[src/rtl/ring_pkg.sv]
// Shared constants for the ring-scanned 7-segment display mux: scan phases
// and segment codes ({g,f,e,d,c,b,a}, active high).
package ring_pkg;

  localparam logic [3:0] PH0 = 4'b1000;
  localparam logic [3:0] PH1 = 4'b0100;
  localparam logic [3:0] PH2 = 4'b0010;
  localparam logic [3:0] PH3 = 4'b0001;

  localparam logic [6:0] SEG_0 = 7'h3F;
  localparam logic [6:0] SEG_1 = 7'h06;
  localparam logic [6:0] SEG_2 = 7'h5B;
  localparam logic [6:0] SEG_3 = 7'h4F;
  localparam logic [6:0] SEG_4 = 7'h66;
  localparam logic [6:0] SEG_5 = 7'h6D;
  localparam logic [6:0] SEG_6 = 7'h7D;
  localparam logic [6:0] SEG_7 = 7'h07;
  localparam logic [6:0] SEG_8 = 7'h7F;
  localparam logic [6:0] SEG_9 = 7'h6F;
  localparam logic [6:0] SEG_A = 7'h77;
  localparam logic [6:0] SEG_B = 7'h7C;
  localparam logic [6:0] SEG_C = 7'h39;
  localparam logic [6:0] SEG_D = 7'h5E;
  localparam logic [6:0] SEG_E = 7'h79;
  localparam logic [6:0] SEG_F = 7'h71;

endpackage

[src/rtl/hex7seg.sv]
// Combinational hex digit to 7-segment decoder, segments active high.
module hex7seg
  import ring_pkg::*;
(
  input  logic [3:0] hex,
  output logic [6:0] seg
);

  always_comb begin
    seg = SEG_0;
    case (hex)
      4'h0: seg = SEG_0;
      4'h1: seg = SEG_1;
      4'h2: seg = SEG_2;
      4'h3: seg = SEG_3;
      4'h4: seg = SEG_4;
      4'h5: seg = SEG_5;
      4'h6: seg = SEG_6;
      4'h7: seg = SEG_7;
      4'h8: seg = SEG_8;
      4'h9: seg = SEG_9;
      4'hA: seg = SEG_A;
      4'hB: seg = SEG_B;
      4'hC: seg = SEG_C;
      4'hD: seg = SEG_D;
      4'hE: seg = SEG_E;
      4'hF: seg = SEG_F;
    endcase
  end

endmodule

[src/rtl/ring_digit_mux.sv]
// Double-buffered 4-digit display mux driven by an external one-hot scan ring;
// new data commits only at frame start. Macro RING_MUX_DP_EN adds decimal points.
module ring_digit_mux
  import ring_pkg::*;
#(
  parameter int BLANK_LEAD = 0
) (
  input  logic        CLK,
  input  logic        RESET,
  input  logic [3:0]  PHASE,
  input  logic [15:0] DIN,
  input  logic        LOAD,
`ifdef RING_MUX_DP_EN
  input  logic [3:0]  DP_IN,
  output logic        DP,
`endif
  output logic        READY,
  output logic [6:0]  SEG,
  output logic [3:0]  AN,
  output logic        ERR
);

  logic [15:0] pend_q, pend_d, act_q, act_d;
  logic        pend_vld_q, pend_vld_d;
  logic [6:0]  seg_q, seg_d;
  logic [3:0]  an_q, an_d;
  logic        err_q, err_d;
  logic        phase_ok, commit, load_acc, lead_zero, blank;
  logic [3:0]  digit, zero;
  logic [6:0]  dec_seg;
`ifdef RING_MUX_DP_EN
  logic [3:0]  pend_dp_q, pend_dp_d, act_dp_q, act_dp_d;
  logic        dp_q, dp_d;
`endif

  hex7seg u_dec (
    .hex (digit),
    .seg (dec_seg)
  );

  always_comb begin
    phase_ok   = (PHASE == PH0) || (PHASE == PH1) || (PHASE == PH2) || (PHASE == PH3);
    commit     = phase_ok && (PHASE == PH0) && pend_vld_q;
    load_acc   = LOAD && !pend_vld_q;
    pend_d     = load_acc ? DIN : pend_q;
    pend_vld_d = load_acc | (pend_vld_q & ~commit);
    // Decode from the post-commit value so digit 3 of a new frame is already new data.
    act_d      = commit ? pend_q : act_q;
    zero       = {act_d[15:12] == 4'h0, act_d[11:8] == 4'h0,
                  act_d[7:4] == 4'h0, act_d[3:0] == 4'h0};
    digit      = act_d[3:0];
    lead_zero  = 1'b0;
    if (PHASE == PH0) begin
      digit     = act_d[15:12];
      lead_zero = zero[3];
    end else if (PHASE == PH1) begin
      digit     = act_d[11:8];
      lead_zero = zero[3] & zero[2];
    end else if (PHASE == PH2) begin
      digit     = act_d[7:4];
      lead_zero = zero[3] & zero[2] & zero[1];
    end
    blank = (BLANK_LEAD != 0) && lead_zero;
    seg_d = (phase_ok && !blank) ? dec_seg : 7'h00;
    an_d  = phase_ok ? PHASE : 4'b0000;
    err_d = err_q | ~phase_ok;
  end

`ifdef RING_MUX_DP_EN
  always_comb begin
    pend_dp_d = load_acc ? DP_IN : pend_dp_q;
    act_dp_d  = commit ? pend_dp_q : act_dp_q;
    dp_d      = phase_ok && ((PHASE & act_dp_d) != 4'b0000);
  end

  always_ff @(posedge CLK) begin
    if (RESET) begin
      pend_dp_q <= 4'b0000;
      act_dp_q  <= 4'b0000;
      dp_q      <= 1'b0;
    end else begin
      pend_dp_q <= pend_dp_d;
      act_dp_q  <= act_dp_d;
      dp_q      <= dp_d;
    end
  end

  assign DP = dp_q;
`endif

  always_ff @(posedge CLK) begin
    if (RESET) begin
      pend_q     <= 16'h0000;
      pend_vld_q <= 1'b0;
      act_q      <= 16'h0000;
      seg_q      <= 7'h00;
      an_q       <= 4'b0000;
      err_q      <= 1'b0;
    end else begin
      pend_q     <= pend_d;
      pend_vld_q <= pend_vld_d;
      act_q      <= act_d;
      seg_q      <= seg_d;
      an_q       <= an_d;
      err_q      <= err_d;
    end
  end

  assign READY = ~pend_vld_q;
  assign SEG   = seg_q;
  assign AN    = an_q;
  assign ERR   = err_q;

endmodule

[config.mk]
export PLATFORM = sky130hd
export DESIGN_NAME = ring_digit_mux
export DESIGN_NICKNAME = d
export VERILOG_FILES = /design/src/rtl/ring_pkg.sv /design/src/rtl/hex7seg.sv /design/src/rtl/ring_digit_mux.sv
export SDC_FILE = /design/constraint.sdc
export NUM_CORES = 1
export LEC_CHECK = 0
export ABC_AREA = 1
export CORE_UTILIZATION = 47
export CTS_CLUSTER_DIAMETER = 80
export DETAILED_ROUTE_END_ITERATION = 8
export GPL_TIMING_DRIVEN = 1
export PLACE_DENSITY = 0.75
export SYNTH_ARGS = -nofsm -noshare
export SYNTH_HDL_FRONTEND = slang
export SYNTH_SLANG_ARGS = --single-unit
[constraint.sdc]
create_clock -name CLK -period 2.3 [get_ports CLK]
set_clock_uncertainty 0.05 [all_clocks]
set_input_delay 0.46 -clock CLK [delete_from_list [all_inputs] [get_ports CLK]]
set_output_delay 0.46 -clock CLK [all_outputs]
set_load 0.03 [all_outputs]
==> metrics.txt <==
# TYPE chip_impl_metric gauge
chip_impl_info{name="status",value="finished clean"} 1
chip_impl_metric{name="met2_usage",unit="%"} 40.3
chip_impl_metric{name="rrSetupSlack",unit="ps"} 420
chip_impl_metric{name="place.port_buffers",unit=""} 35
chip_impl_info{name="cts_root_buffer",value="clkbuf_8"} 1
chip_impl_info{name="globalRoute.busiestLayer",value="met2"} 1
chip_impl_metric{name="p_per_area",unit="nW/um^2"} 588
chip_impl_metric{name="routed_via_density",unit=""} 4.80
chip_impl_metric{name="clock.fmax",unit="MHz"} 475
chip_impl_metric{name="fin_crit_sh",unit="%"} 91.6
chip_impl_metric{name="detail_route.first_pass.iterations",unit=""} 4
chip_impl_info{name="setup_repair_after_global_routing_missed_its_margin",value="false"} 1
chip_impl_metric{name="placed_cell_area",unit="sq um"} 2760
chip_impl_metric{name="cts_htree_levels",unit=""} 2
chip_impl_info{name="worst_hold_path_type",value="register to register"} 1
chip_impl_metric{name="layout.nets",unit=""} 381
chip_impl_info{name="reg2reg_to",value="SEG[5]"} 1
chip_impl_metric{name="post_synth_top_area_share",unit="%"} 42.9
chip_impl_metric{name="edff_count_synth",unit=""} 0
chip_impl_metric{name="global_route.usage.met3",unit="%"} 5.59
chip_impl_metric{name="initial_utilization",unit="%"} 50.7
chip_impl_metric{name="syn-instance-count",unit=""} 277
chip_impl_metric{name="fillCellCount",unit=""} 356
chip_impl_metric{name="initial_antenna_violation_count",unit=""} 0
chip_impl_metric{name="synth_warn",unit=""} 0
chip_impl_metric{name="pin_count",unit=""} 36
chip_impl_metric{name="globalplace.congestion",unit=""} 0.886
chip_impl_metric{name="cts_buffers",unit=""} 5
chip_impl_metric{name="routed_wire_length_per_instance",unit="microns"} 11.1
chip_impl_metric{name="drc_errors",unit=""} 0
chip_impl_info{name="worst_r2r_startpoint",value="pend_vld_q"} 1
chip_impl_metric{name="synthDistinctLibCells",unit=""} 32
chip_impl_info{name="path_class",value="primary input to register"} 1
chip_impl_metric{name="hpwlAfterDp",unit="microns"} 3390
chip_impl_metric{name="finish.cell_count_without_fillers",unit=""} 402
chip_impl_metric{name="clockBufferDepth",unit=""} 2
chip_impl_metric{name="grt_util_all_layers",unit="%"} 22.5
chip_impl_info{name="worstSetupEndpointType",value="register"} 1
chip_impl_metric{name="power.static_leakage",unit="nW"} 1.32
chip_impl_metric{name="overall_via_count_from_detail_route",unit=""} 1930
chip_impl_info{name="synth_top_area_cells",value="dfxtp_1, nand2_1, nor2_1, o21ai_0, ha_1"} 1
chip_impl_info{name="synth_common_cells",value="dfxtp_1, nand2_1, nor2_1, inv_1, o21ai_0"} 1
chip_impl_metric{name="layout_setup_ws",unit="ps"} 194
chip_impl_metric{name="postCtsHoldBufs",unit=""} 0
chip_impl_info{name="synthFlopType",value="dfxtp_1"} 1
chip_impl_metric{name="vdd_ir_drop_max",unit="mV"} 0.353
chip_impl_metric{name="worstPathMaxFanout",unit=""} 7
chip_impl_metric{name="layout-area-overhead-vs-synth",unit="%"} 39.8
chip_impl_metric{name="die_w",unit="microns"} 68.9
chip_impl_metric{name="place_ws",unit="ps"} -395
chip_impl_metric{name="post_route_cells_drive_above_1_share",unit="%"} 24.1
chip_impl_metric{name="syn_area_per_cell",unit="sq um"} 7.59
chip_impl_metric{name="cp_data_required_time",unit="ps"} 2490
chip_impl_metric{name="clk_latency",unit="ps"} 300
chip_impl_metric{name="finalMaxSlewViolations",unit=""} 0
chip_impl_metric{name="postSynthRegisterBits",unit=""} 45
chip_impl_info{name="hold_path.startpoint",value="ERR"} 1
chip_impl_metric{name="design_power_total",unit="W"} 0.00173
chip_impl_metric{name="ant_nets",unit=""} 0
chip_impl_metric{name="grt_start_max_net_pins",unit=""} 18
chip_impl_metric{name="setup_viol",unit=""} 0
chip_impl_info{name="worst_setup_path_start_kind",value="primary input"} 1
chip_impl_metric{name="postSynth.asyncResetShare",unit="%"} 0
chip_impl_metric{name="synth_area",unit="sq um"} 2100
chip_impl_metric{name="worstHoldPathCells",unit=""} 2
chip_impl_metric{name="finalHoldViolCount",unit=""} 0
chip_impl_metric{name="r2r.worst_path.cells",unit=""} 12
chip_impl_metric{name="dp_cells",unit=""} 393
chip_impl_metric{name="coreArea",unit="sq um"} 4140
chip_impl_info{name="synthDominantAreaCellType",value="dfxtp_1"} 1
chip_impl_info{name="hold_end",value="ERR"} 1
chip_impl_metric{name="worstPathArrival",unit="ps"} 2300
chip_impl_metric{name="globalRoute.totalOverflow",unit=""} 0
chip_impl_metric{name="die_area",unit="sq um"} 4740
chip_impl_metric{name="finalCriticalPeriod",unit="ps"} 2110
chip_impl_metric{name="clkSlewWorstSetupHoldPaths",unit="ps"} 80
chip_impl_metric{name="first_global_vias",unit=""} 1792
chip_impl_info{name="cts_tree",value="done"} 1
chip_impl_metric{name="syn-num-nets",unit=""} 307
chip_impl_metric{name="synth.yosys.seq_area_share",unit="%"} 42.9
chip_impl_metric{name="area_of_all_placed_cells_without_fillers",unit="sq um"} 2940
chip_impl_metric{name="cts_num_sinks",unit=""} 45
chip_impl_metric{name="global_route.usage.met1",unit="%"} 25.4
chip_impl_metric{name="hold_ws",unit="ps"} 422
chip_impl_metric{name="die_h",unit="microns"} 68.9
chip_impl_metric{name="timing_worst_slew_pin_value",unit="ps"} 425
chip_impl_metric{name="max_transition_margin",unit="%"} 71.4
chip_impl_metric{name="first_iteration_detailed_routing_drc_count",unit=""} 88
chip_impl_metric{name="grt_first_pass_wirelength",unit="microns"} 7720
chip_impl_metric{name="max-cap-violations",unit=""} 0
chip_impl_metric{name="floorplan.rows",unit=""} 23
chip_impl_metric{name="drt-total-wl",unit="microns"} 4460
chip_impl_metric{name="antennaDiodeCount",unit=""} 0
==> cell families (layout without fill, tap and decap cells) <==
group	Yosys count	count (layout)	synth area share [%]
fa+ha+maj	7	7	4.17
buf+inv	40	115	8.15
flops	45	45	42.9
simple gates	138	138	32.1
compound gates	47	47	12.7
==> layout make-up <==
type,count,area (sq um),share of cell area (%)
Multi-Input combinational cell,192,1070,36.4
Sequential cell,45,901,30.7
Clock inverter,3,46.3,1.58
Timing Repair Buffer,76,672,22.9
Tap cell,50,62.6,2.13
Inverter,31,118,4.00
Clock buffer,5,68.8,2.34
==> layout by cell type (no fill, tap or decap) <==
master	Yosys	layout
o21bai_2	0	1
nand3_4	1	1
inv_1	23	23
clkinv_4	0	1
o21ai_0	20	18
nand3b_4	0	1
nor4_1	1	1
a21oi_2	2	2
o211ai_1	1	1
clkinv_1	1	1
nor2_4	4	5
buf_4	1	38
ha_1	7	6
a21oi_1	16	16
o21ai_4	1	1
dfxtp_1	45	45
clkbuf_8	0	5
nand2_4	1	1
inv_2	6	6
nor2_1	43	43
dlygate4sd2_1	0	2
nor2_2	5	4
o21ai_2	2	5
o21ai_1	4	3
dlymetal6s2s_1	0	2
or2_0	3	3
nor3_1	1	1
nand4_1	9	9
nor2_8	1	1
nand2_1	45	45
clkinvlp_4	0	1
clkdlybuf4s50_1	0	31
nand3_1	17	17
buf_6	2	3
clkinv_2	1	1
ha_4	0	1
bufinv_16	0	1
nand2_2	6	6
==> worst max path at each step <==
stage / to / slack (ps) / start
CTS: SEG[2] / 0.002 / PHASE[3]
floorplan: SEG[5] / 100 / PHASE[3]
finish: SEG[5] / 190 / PHASE[0]
detailed placement: SEG[3] / -390 / PHASE[1]
global placement: SEG[5] / -350 / PHASE[1]
global route: SEG[3] / 10 / PHASE[0]
==> sequential cells by signal, indices dropped and copies added, names as in the netlist <==
| name | flops |
|---|---|
| ERR | 1 |
| pend_vld_q | 1 |
| SEG | 7 |
| act_q | 16 |
| pend_q | 16 |
| AN | 4 |
==> metrics by stage <==
stage,util [%],setup TNS (ps)
6_report,70.9,0
5_1_grt,70.9,0
4_1_cts,70.3,0
3_5_place_dp,66.6,-3200
3_3_place_gp,66.6,-2800
2_1_floorplan,-,0
==> worst max-delay path: stages <==
cell           delay (ps)
dlygate4sd2_1         270
nor2_4                190
buf_6                 150
inv_2                  40
nor2_4                130
nor2_2                 70
nand3_1                70
nand2_1                70
o21ai_2               120
buf_4                 160
buf_4                 120
ha_1                  160
nand2_1                60
nand2_1                70
nand2_1                50
a21oi_2               110
==> routing by layer <==
layer  up-vias  part of all wire [%]
li1       1037                     -
met1       827                    46
met2        57                    49
met3         9                   4.6
met4         0                   1.3
met5         -                     0
==> report_power, final <==
group,internal [W],switching (W)
Sequential,0.000816,0.0000149
Clock,0.000325,0.000277
Combinational,0.000134,0.000161
==> repair_timing <==
| item | CTS | global route |
|---|---|---|
| resized for setup | 11 | 5 |
| pin swaps | 4 | 5 |
| setup endpoints to repair | 5 | 7 |
| setup buffers | 0 | 2 |
(Power assumes the default switching activity.)
